**src/rtl/nonce_scheduler_if.sv**
```systemverilog
// -----------------------------------------------------------------------------
// nonce_scheduler_if
// Bundles the job-control and hash-core dispatch signals of nonce_scheduler.
//   master : job host and hash cores (drive start/abort/range and core status)
//   slave  : the scheduler itself (drives dispatch requests and job status)
// Signals:
//   start, abort            job control pulses
//   nonce_base, nonce_limit inclusive nonce range of a job
//   core_req, core_nonce    one-hot dispatch offer and the offered nonce
//   core_ack                per-core acceptance of the offer
//   core_done, core_hit     per-core completion pulse and target-met flag
//   core_result             per-core completed nonce, core i at [i*NONCE_W +: NONCE_W]
//   busy, found, found_nonce, exhausted   job status
// -----------------------------------------------------------------------------
interface nonce_scheduler_if #(
  parameter int CORES   = 2,
  parameter int NONCE_W = 32
);
  logic                     start;
  logic                     abort;
  logic [NONCE_W-1:0]       nonce_base;
  logic [NONCE_W-1:0]       nonce_limit;
  logic [CORES-1:0]         core_req;
  logic [NONCE_W-1:0]       core_nonce;
  logic [CORES-1:0]         core_ack;
  logic [CORES-1:0]         core_done;
  logic [CORES-1:0]         core_hit;
  logic [CORES*NONCE_W-1:0] core_result;
  logic                     busy;
  logic                     found;
  logic [NONCE_W-1:0]       found_nonce;
  logic                     exhausted;

  modport master (
    output start, abort, nonce_base, nonce_limit,
    output core_ack, core_done, core_hit, core_result,
    input  core_req, core_nonce, busy, found, found_nonce, exhausted
  );

  modport slave (
    input  start, abort, nonce_base, nonce_limit,
    input  core_ack, core_done, core_hit, core_result,
    output core_req, core_nonce, busy, found, found_nonce, exhausted
  );
endinterface

```
**src/rtl/nonce_scheduler.sv**
```systemverilog
// -----------------------------------------------------------------------------
// nonce_scheduler
// Hands out the nonces of an inclusive range [nonce_base, nonce_limit] to a
// pool of hash cores, one nonce per handshake, round-robin over free cores,
// and reports either the first winning nonce or exhaustion of the range.
// Ports:
//   clk    rising-edge clock
//   reset  synchronous active-high reset, overrides everything
//   bus    nonce_scheduler_if.slave (job control, core dispatch, status)
// -----------------------------------------------------------------------------
module nonce_scheduler #(
  parameter int CORES   = 2,
  parameter int NONCE_W = 32
) (
  input logic              clk,
  input logic              reset,
  nonce_scheduler_if.slave bus
);

  localparam int PTR_W = (CORES > 1) ? $clog2(CORES) : 1;

  typedef enum logic [1:0] {
    IDLE     = 2'd0,
    DISPATCH = 2'd1,
    DRAIN    = 2'd2
  } state_t;

  // Grants the first free core at or after ptr (wrapping); rotate so ptr is
  // bit 0, isolate the lowest set bit, rotate back.
  function automatic logic [CORES-1:0] rr_pick(input logic [CORES-1:0] free,
                                               input logic [PTR_W-1:0] ptr);
    logic [2*CORES-1:0] dbl;
    logic [CORES-1:0]   rot;
    logic [CORES-1:0]   low;
    dbl = {free, free} >> ptr;
    rot = dbl[CORES-1:0];
    low = rot & (~rot + {{(CORES-1){1'b0}}, 1'b1});
    dbl = {low, low} << ptr;
    return dbl[2*CORES-1:CORES];
  endfunction

  // Index of the lowest set bit (0 when none is set).
  function automatic logic [PTR_W-1:0] lowest_idx(input logic [CORES-1:0] vec);
    logic [PTR_W-1:0] idx;
    idx = '0;
    for (int k = CORES - 1; k >= 0; k--) begin
      if (vec[k]) idx = PTR_W'(k);
    end
    return idx;
  endfunction

  state_t             state_q;
  logic [NONCE_W-1:0] nonce_q;
  logic [NONCE_W-1:0] limit_q;
  logic [CORES-1:0]   occ_q;
  logic [PTR_W-1:0]   rr_q;
  logic               reportable_q;
  logic [CORES-1:0]   core_req_q;
  logic [NONCE_W-1:0] core_nonce_q;
  logic               found_q;
  logic [NONCE_W-1:0] found_nonce_q;
  logic               exhausted_q;
  logic               busy_q;

  logic [CORES-1:0]   accept_s;
  logic [CORES-1:0]   occ_d;
  logic [CORES-1:0]   hit_s;
  logic [PTR_W-1:0]   acc_idx_s;
  logic [PTR_W-1:0]   hit_idx_s;
  logic [PTR_W-1:0]   rr_d;
  logic [NONCE_W-1:0] nonce_inc_s;
  logic [NONCE_W-1:0] hit_res_s;

  // Handshake decode: acceptances, next occupancy, qualified hits, next pointer.
  always_comb begin
    accept_s    = core_req_q & bus.core_ack;
    occ_d       = (occ_q & ~bus.core_done) | accept_s;
    // Only occupied cores may report; done from an idle core is noise.
    hit_s       = bus.core_done & bus.core_hit & occ_q;
    acc_idx_s   = lowest_idx(accept_s);
    hit_idx_s   = lowest_idx(hit_s);
    hit_res_s   = bus.core_result[hit_idx_s*NONCE_W +: NONCE_W];
    nonce_inc_s = nonce_q + {{(NONCE_W-1){1'b0}}, 1'b1};
    if (|accept_s) begin
      rr_d = PTR_W'((int'(acc_idx_s) + 1) % CORES);
    end else begin
      rr_d = rr_q;
    end
  end

  // Job FSM with all outputs registered.
  always_ff @(posedge clk) begin
    if (reset) begin
      state_q       <= IDLE;
      nonce_q       <= '0;
      limit_q       <= '0;
      occ_q         <= '0;
      rr_q          <= '0;
      reportable_q  <= 1'b0;
      core_req_q    <= '0;
      core_nonce_q  <= '0;
      found_q       <= 1'b0;
      found_nonce_q <= '0;
      exhausted_q   <= 1'b0;
      busy_q        <= 1'b0;
    end else begin
      occ_q       <= occ_d;
      rr_q        <= rr_d;
      found_q     <= 1'b0;
      exhausted_q <= 1'b0;
      case (state_q)
        IDLE: begin
          if (bus.start && !bus.abort) begin
            state_q      <= DISPATCH;
            nonce_q      <= bus.nonce_base;
            limit_q      <= bus.nonce_limit;
            reportable_q <= 1'b1;
            core_req_q   <= rr_pick(~occ_d, rr_d);
            core_nonce_q <= bus.nonce_base;
            busy_q       <= 1'b1;
          end else begin
            busy_q <= 1'b0;
          end
        end
        DISPATCH: begin
          if (bus.abort) begin
            state_q      <= DRAIN;
            reportable_q <= 1'b0;
            core_req_q   <= '0;
          end else if (reportable_q && (|hit_s)) begin
            state_q       <= DRAIN;
            reportable_q  <= 1'b0;
            core_req_q    <= '0;
            found_q       <= 1'b1;
            found_nonce_q <= hit_res_s;
          end else if (|accept_s) begin
            nonce_q <= nonce_inc_s;
            // The limit itself was just taken: range fully handed out.
            if (nonce_q == limit_q) begin
              state_q    <= DRAIN;
              core_req_q <= '0;
            end else begin
              core_req_q   <= rr_pick(~occ_d, rr_d);
              core_nonce_q <= nonce_inc_s;
            end
          end else if (core_req_q == '0) begin
            // All cores were busy last cycle; retry with freshly freed ones.
            core_req_q   <= rr_pick(~occ_d, rr_d);
            core_nonce_q <= nonce_q;
          end else begin
            core_req_q <= core_req_q;
          end
        end
        DRAIN: begin
          if (occ_q == '0) begin
            state_q      <= IDLE;
            busy_q       <= 1'b0;
            exhausted_q  <= reportable_q & ~bus.abort;
            reportable_q <= 1'b0;
          end else if (bus.abort) begin
            reportable_q <= 1'b0;
          end else if (reportable_q && (|hit_s)) begin
            reportable_q  <= 1'b0;
            found_q       <= 1'b1;
            found_nonce_q <= hit_res_s;
          end else begin
            reportable_q <= reportable_q;
          end
        end
        default: begin
          state_q    <= IDLE;
          core_req_q <= '0;
          busy_q     <= 1'b0;
        end
      endcase
    end
  end

  assign bus.core_req    = core_req_q;
  assign bus.core_nonce  = core_nonce_q;
  assign bus.busy        = busy_q;
  assign bus.found       = found_q;
  assign bus.found_nonce = found_nonce_q;
  assign bus.exhausted   = exhausted_q;

endmodule

```
**src/flat_wrapper.sv**
```systemverilog
// flat-port wrapper written by rule: the top's interface ports become plain ports
module nonce_scheduler_flat 
#(
  parameter int CORES   = 2,
  parameter int NONCE_W = 32
)
  (clk, reset, bus_start, bus_abort, bus_nonce_base, bus_nonce_limit, bus_core_ack, bus_core_done, bus_core_hit, bus_core_result, bus_core_req, bus_core_nonce, bus_busy, bus_found, bus_found_nonce, bus_exhausted);
  nonce_scheduler_if #(.CORES(CORES), .NONCE_W(NONCE_W)) bus_i ();
  input logic clk;
  input logic reset;
  input wire logic [$bits(bus_i.start)-1:0] bus_start;
  input wire logic [$bits(bus_i.abort)-1:0] bus_abort;
  input wire logic [$bits(bus_i.nonce_base)-1:0] bus_nonce_base;
  input wire logic [$bits(bus_i.nonce_limit)-1:0] bus_nonce_limit;
  input wire logic [$bits(bus_i.core_ack)-1:0] bus_core_ack;
  input wire logic [$bits(bus_i.core_done)-1:0] bus_core_done;
  input wire logic [$bits(bus_i.core_hit)-1:0] bus_core_hit;
  input wire logic [$bits(bus_i.core_result)-1:0] bus_core_result;
  output wire logic [$bits(bus_i.core_req)-1:0] bus_core_req;
  output wire logic [$bits(bus_i.core_nonce)-1:0] bus_core_nonce;
  output wire logic [$bits(bus_i.busy)-1:0] bus_busy;
  output wire logic [$bits(bus_i.found)-1:0] bus_found;
  output wire logic [$bits(bus_i.found_nonce)-1:0] bus_found_nonce;
  output wire logic [$bits(bus_i.exhausted)-1:0] bus_exhausted;
  assign bus_i.start = bus_start;
  assign bus_i.abort = bus_abort;
  assign bus_i.nonce_base = bus_nonce_base;
  assign bus_i.nonce_limit = bus_nonce_limit;
  assign bus_i.core_ack = bus_core_ack;
  assign bus_i.core_done = bus_core_done;
  assign bus_i.core_hit = bus_core_hit;
  assign bus_i.core_result = bus_core_result;
  assign bus_core_req = bus_i.core_req;
  assign bus_core_nonce = bus_i.core_nonce;
  assign bus_busy = bus_i.busy;
  assign bus_found = bus_i.found;
  assign bus_found_nonce = bus_i.found_nonce;
  assign bus_exhausted = bus_i.exhausted;
  nonce_scheduler #(.CORES(CORES), .NONCE_W(NONCE_W)) u_core (.clk(clk), .reset(reset), .bus(bus_i));
endmodule
```
**config.mk**
```make
export PLATFORM = sky130hd
export DESIGN_NAME = nonce_scheduler_flat
export DESIGN_NICKNAME = d
export VERILOG_FILES = /design/src/rtl/nonce_scheduler_if.sv /design/src/rtl/nonce_scheduler.sv /design/src/flat_wrapper.sv
export SDC_FILE = /design/constraint.sdc
export NUM_CORES = 1
export LEC_CHECK = 0
export ABC_AREA = 1
export BUFFER_PORTS_ARGS = -buffer_cell sky130_fd_sc_hd__buf_2
export CAP_MARGIN = 10
export CORE_MARGIN = 3
export CORE_UTILIZATION = 40
export CTS_BUF_LIST = sky130_fd_sc_hd__clkbuf_8
export DETAILED_ROUTE_END_ITERATION = 16
export PLACE_DENSITY = 0.72
export SLEW_MARGIN = 20
export SYNTH_ARGS = -nofsm -noshare
export SYNTH_HDL_FRONTEND = slang
export SYNTH_SLANG_ARGS = --single-unit
```
**constraint.sdc**
```tcl
create_clock -name clk -period 2.78 [get_ports clk]
set_clock_uncertainty 0.05 [all_clocks]
set_input_delay 0.139 -clock clk [delete_from_list [all_inputs] [get_ports clk]]
set_output_delay 0.139 -clock clk [all_outputs]
set_load 0.03 [all_outputs]
```
==> results of run 1 <==
## logic make-up after synthesis
group | after synthesis | synth area share
fa+ha+maj | 4 | 0.00629
flops | 139 | 0.350
buf+inv | 221 | 0.109
xor+xnor | 20 | 0.0220
simple gates | 684 | 0.344
compound gates | 241 | 0.168
## final cells by class
cell class | instances | area (sq um)
Clock buffer | 21 | 289
Clock inverter | 10 | 125
Fill cell | 1859 | 8390
Inverter | 157 | 589
Multi-Input combinational cell | 949 | 4310
Sequential cell | 139 | 2780
Tap cell | 260 | 325
Timing Repair Buffer | 338 | 2330
## metrics by stage
step                       util  instance area, sq um
after CTS                 0.562                 10800
after floorplan               -                  7960
after global placement    0.481                  9220
final                     0.562                 10800
after detailed placement  0.481                  9220
after global routing      0.562                 10800
## tightest hold or removal path: cells and delay by family
family / cells / cell delay [ns]
buf+inv: 1 / 0.08
simple gates: 3 / 0.20
compound gates: 1 / 0.08
## routing by layer
layer  vias up  share of wire  wire length (microns)  global-route usage
met3        77          0.082                   2380              0.0635
li1       4741              -                      -                   -
met5         -        0.00031                      9                   0
met2       442           0.48                  14100               0.462
met4         2          0.041                   1180               0.115
met1      4220           0.39                  11400               0.310
## sequential cells by signal (all words and copies together), names as in the netlist
| name | flops |
|---|---|
| u_core.bus.exhausted | 1 |
| u_core.occ_q | 2 |
| u_core.limit_q | 32 |
| u_core.bus.found_nonce | 32 |
| u_core.bus.busy | 1 |
| u_core.bus.core_req | 2 |
| u_core.state_q | 2 |
| u_core.bus.core_nonce | 32 |
| u_core.rr_q | 1 |
| u_core.bus.found | 1 |
| u_core.nonce_q | 32 |
| u_core.reportable_q | 1 |
## path summary, 6_finish.rpt
check | to | slack [ns] | cells past startpoint
worst min-delay path | u_core.nonce_q[9] | 0.04 | 5
worst max-delay path | u_core.bus.core_nonce[22] | 0.36 | 14
worst min register to register | u_core.limit_q[15] | 0.42 | 2
worst max register to register | u_core.bus.core_nonce[22] | 0.36 | 14
## cells in the final DEF (no fill, tap or decap), types with 3 or more instances in the layout
master	synthesis	final
nor2_2	3	3
bufinv_16	0	3
xor2_1	10	10
nand4_1	11	11
buf_4	4	18
xnor2_1	10	10
nand3_1	69	68
a31oi_1	20	20
inv_2	8	9
dfxtp_1	139	139
a21oi_1	59	59
nor3_1	7	7
o21ai_0	118	118
clkinv_1	3	3
a211oi_1	34	34
clkbuf_8	0	21
dlygate4sd3_1	0	112
inv_1	146	149
nor2_1	222	222
ha_1	4	4
nand2_1	363	363
nand3b_1	4	4
buf_2	9	206
## power breakdown
part           internal [mW]  switching [mW]
Combinational           1.78            3.58
Clock                  0.965           0.797
Sequential              2.60           0.664
Total                   5.34            5.05
==> run_results.csv, run 1 <==
group,metric,value,unit
run_status,status,"completed",
clock_network,cts-root-buf,"clkbuf_8",
synthesis,synth_commonest_cells,"363 x nand2_1, 222 x nor2_1, 146 x inv_1",
synthesis,synth_top_cell_by_area,"dfxtp_1",
die,die_h,147,microns
cells_and_area,drive_gt1_frac,0.168,
clock_network,clk_pin_slew,0.08,ns
global_route,gr-total-overflow,0,
power_and_ir_drop,leakage,5.38,nW
synthesis,syn_area_per_cell,6.08,sq um
routing,wl_per_cell,15.5,microns
clock_network,cts.path.max_buffers,2,
critical_path,timing.rr.start,"u_core.nonce_q[0]",
critical_path,cpMaxStageDelayCell,"dfxtp_1",
run,cap_violations,0,
critical_path,slowest_delay,0.44,ns
placement,pre_cts_slack,0.441,ns
clock_network,hold_buffers,112,
die,core-area,19100,sq um
routing,drt_first_pass_iters,5,
global_route,grt_pass1_wl,46300,microns
power_and_ir_drop,p_per_area,966,nW/um^2
die,die-area,21600,sq um
routing,drt_iter0_drc,724,
clock_network,clkLatencyLatePin,0.44,ns
placement,dp.cells,1731,
sta,setup_ws,0.361,ns
power_and_ir_drop,ir_worst_vdd,0.000518,V
power_and_ir_drop,total_power,10.4,mW
synthesis,synth_area,7960,sq um
die,pin_count,207,
critical_path,setup.worst_path.start_class,"flip-flop",
sta,report.final.slew_viol_count,0,
critical_path,cp.required,3.06,ns
routing,ant_nets,0,
routing,routed_wl,29000,microns
die,die_w,147,microns
placement,hpwl,20100,microns
critical_path,cp_top_family,"simple AND/OR/NAND/NOR gates",
synthesis,synthTopCellsByArea,"dfxtp_1 35%, nand2_1 17%, nor2_1 10%",
critical_path,cp.arrival,2.70,ns
die,rows,50,
sta,fmax,413,MHz
placement,place.gp.congestion,0.987,
cells_and_area,num_antenna_cells,0,
sta,finalCriticalPeriod,2.42,ns
cells_and_area,final_net_count,1744,
synthesis,yosys_most_used_dff,"dfxtp_1",
routing,drc,0,
synthesis,synth-edff-count,0,
sta,final-setup-viol-count,0,
synthesis,synthesis.nets,1451,
global_route,track_usage,0.265,
min_path,hp-start,"bus_nonce_base[9]",
clock_network,htreeDepth,4,
synthesis,seq_area_frac_synth,0.350,
clock_network,cts_made_buffers,17,
min_path,hold_path_class,"input port to flip-flop",
critical_path,crit_start,"u_core.nonce_q[0]",
synthesis,netlist_instances,1309,
placement,portBuffers,206,
clock_network,cts_tree,"done",
sta,finalHoldViolCount,0,
synthesis,synth.most_common_cell,"nand2_1",
sta,worst_hold_slack,0.0393,ns
critical_path,worst-path-max-fanout,6,
critical_path,crit_path_cell_trace,"ha_1, nand3_1, inv_1, nand2_1, nor2_1, nand2_1, nand2_1, nand2_1, nand2_1, nand2_1, o21ai_0, nand2_1, nor2_1, nor2_1",
sta,setup_tns,0,ns
critical_path,worstSetupPathType,"flip-flop to flip-flop",
cells_and_area,syn2layout_area_growth,35.0,%
critical_path,endpoint_kind,"flip-flop",
synthesis,ys_types,35,
die,start_util,0.416,
critical_path,path_buf_inv,1,
sta,fin_crit_sh,0.870,
global_route,antenna_found_initial,1,
synthesis,synth_seq_cells,139,
critical_path,crit_top_cell,"nand2_1",
routing,vias_per_cell,5.06,
global_route,grt_pass1_vias,9122,
clock_network,clkSinkCount,139,
clock_network,postCtsSetupBuffers,0,
sta,tightest_slew,0.836,ns
routing,vias,9482,
cells_and_area,layout.cells.non_filler,1874,
clock_network,post_cts_resized,0,
sta,relSlewSlack,0.442,
synthesis,async_flop_share,0,
global_route,grt_max_degree,65,
synthesis,yosys_warnings,0,
sta,rsz0062_at_grt,"no",
synthesis,synth_top_area_share,0.350,
Note: power is estimated with default switching activity, not from simulation.
==> inputs of run 2 (changes only) <==
CORE_MARGIN = unset   (was 3)
PLACE_DENSITY = 0.74   (was 0.72)
==> run_results.csv, run 2 (same netlist as run 1, synthesis figures left out) <==
group,metric,value,unit
run_status,status,"completed",
power_and_ir_drop,p_per_area,980,nW/um^2
global_route,grt_pass1_vias,9076,
run,cap_violations,0,
global_route,use_met3,0.0610,
critical_path,crit_end,"u_core.bus.core_nonce[28]",
critical_path,endpoint_kind,"flip-flop",
critical_path,crit_start,"u_core.nonce_q[1]",
cells_and_area,final_cell_mix,"363 x nand2_1, 220 x nor2_1, 206 x buf_2",
placement,dp.cells,1740,
sta,finalHoldViolCount,0,
die,die_w,143,microns
die,rows,51,
sta,fin_crit_sh,0.893,
die,pin_count,207,
die,die_h,143,microns
cells_and_area,num_antenna_cells,0,
routing,routed_wl,28500,microns
power_and_ir_drop,leakage,5.41,nW
critical_path,setup.worst_path.start_class,"flip-flop",
clock_network,clkSinkCount,139,
clock_network,cts-root-buf,"clkbuf_8",
critical_path,cpMaxStageDelayCell,"dfxtp_1",
critical_path,crit_path_cell_trace,"ha_1, nand3_1, inv_1, nand2_1, nor2_2, nand2_1, o21ai_0, nand3_1, nand2_1, nor2_1, nor2_1, nor2_1",
routing,drc,0,
clock_network,cts_made_buffers,17,
placement,hpwl,19900,microns
clock_network,cts_tree,"done",
clock_network,postCtsSetupBuffers,0,
global_route,grtUsageMet1,0.315,
critical_path,cp.depth,12,
die,core-area,19500,sq um
sta,worst_hold_slack,0.0243,ns
sta,finalCriticalPeriod,2.48,ns
clock_network,clkLatencyLatePin,0.46,ns
cells_and_area,drive_gt1_frac,0.172,
critical_path,cp.arrival,2.79,ns
sta,relSlewSlack,0.426,
critical_path,reg2reg_to,"u_core.bus.core_nonce[28]",
critical_path,worst-path-max-fanout,6,
sta,tightest_slew,0.860,ns
power_and_ir_drop,internal_power,5.53,mW
cells_and_area,syn2layout_area_growth,36.1,%
placement,place.gp.congestion,0.953,
placement,pre_cts_slack,0.230,ns
global_route,track_usage,0.283,
global_route,grt_max_degree,107,
min_path,hold_path_class,"input port to flip-flop",
global_route,top_usage_layer,"met2",
routing,drt_iter0_drc,646,
power_and_ir_drop,switching_share,0.479,
sta,fmax,403,MHz
clock_network,cts.path.max_buffers,2,
die,start_util,0.409,
critical_path,cp_top_family,"simple AND/OR/NAND/NOR gates",
placement,portBuffers,206,
die,die-area,20500,sq um
power_and_ir_drop,seqPwrFrac,0.307,
critical_path,slowest_delay,0.46,ns
cells_and_area,layout.cells.non_filler,1884,
sta,setup_ws,0.298,ns
critical_path,worstSetupPathType,"flip-flop to flip-flop",
sta,report.final.slew_viol_count,0,
power_and_ir_drop,p_switching,5.09,mW
global_route,antenna_found_initial,0,
clock_network,clk_pin_slew,0.09,ns
sta,rsz0062_at_grt,"no",
cells_and_area,layout_commonest_cell,"nand2_1",
routing,wl_per_cell,15.1,microns
power_and_ir_drop,combPwrFrac,0.511,
critical_path,r2r_slack,0.30,ns
critical_path,ff2ff_path_depth,12,
critical_path,cp.required,3.09,ns
critical_path,path_buf_inv,1,
critical_path,timing.rr.start,"u_core.nonce_q[1]",
sta,final-setup-viol-count,0,
power_and_ir_drop,clockPowerShare,0.182,
cells_and_area,final_net_count,1749,
power_and_ir_drop,ir_worst_vdd,0.000397,V
sta,setup_tns,0,ns
routing,ant_nets,0,
routing,vias,9490,
routing,drt_first_pass_iters,7,
clock_network,htreeDepth,4,
global_route,grt_pass1_wl,44600,microns
global_route,grtUsageMet2,0.507,
global_route,gr-total-overflow,0,
routing,vias_per_cell,5.04,
[run 2: changes by cell type in the layout (fill, tap and decap cells not counted), moves of 2 or more]
cell and change:
buf_4 +5, bufinv_16 +2, clkbuf_8 -2, clkinv_4 +2, inv_1 -2, nor2_1 -2, nor2_2 +2
[run 2: area by class of cell]
cell class                      instances  area, sq um
Sequential cell                       139         2780
Timing Repair Buffer                  343         2350
Fill cell                            1861         8630
Clock inverter                         12          196
Clock buffer                           19          262
Inverter                              157          589
Tap cell                              265          332
Multi-Input combinational cell        949         4320
[run 2: worst min-delay path by stage]
| stage | from | to | slack (ns) | cells after the start |
|---|---|---|---|---|
| 2_1_floorplan | bus_core_result[0] | u_core.bus.found_nonce[0] | 0.23 | 2 |
| 3_3_place_gp | bus_core_result[18] | u_core.bus.found_nonce[18] | 0.32 | 3 |
| 3_5_place_dp | bus_core_result[25] | u_core.bus.found_nonce[25] | 0.33 | 3 |
| 4_1_cts | bus_nonce_base[12] | u_core.bus.core_nonce[12] | 0.0006 | 5 |
| 5_1_grt | bus_nonce_base[12] | u_core.nonce_q[12] | 0.04 | 4 |
| 6_report | bus_nonce_base[12] | u_core.nonce_q[12] | 0.02 | 4 |
[run 2: stage by stage]
step           total power, mW  utilization  area, sq um
3_3_place_gp              8.50        0.475         9240
6_report                  10.6        0.557        10800
5_1_grt                   11.5        0.557        10800
4_1_cts                   10.6        0.556        10800
2_1_floorplan             6.98            -         7960
3_5_place_dp              8.54        0.475         9240
[run 2: tightest hold or removal path: cells and delay by family]
kind | cells | cell delay, ns
AO/OA/AOI/OAI | 2 | 0.20
AND/OR/NAND/NOR | 1 | 0.06
buffers and inverters | 1 | 0.09
[run 2: metal layers]
| layer | share of wire | up-vias |
|---|---|---|
| li1 | - | 4750 |
| met1 | 0.40 | 4232 |
| met2 | 0.49 | 434 |
| met3 | 0.075 | 74 |
| met4 | 0.040 | 0 |
| met5 | 0 | - |
[run 2: timing repair]
item	CTS	global route
setup endpoints to repair	0	4
resized for setup	0	2
hold endpoints to repair	92	0
hold buffers	113	0
[run 2: power by group through the flow]
stage	sequential (mW)	combinational, mW	clock, mW
after detailed placement	3.29	5.26	0
after global placement	3.28	5.22	0
after floorplan	3.54	3.43	0
after CTS	3.25	5.37	1.95
after global routing	3.33	6.11	2.03
final	3.26	5.42	1.93
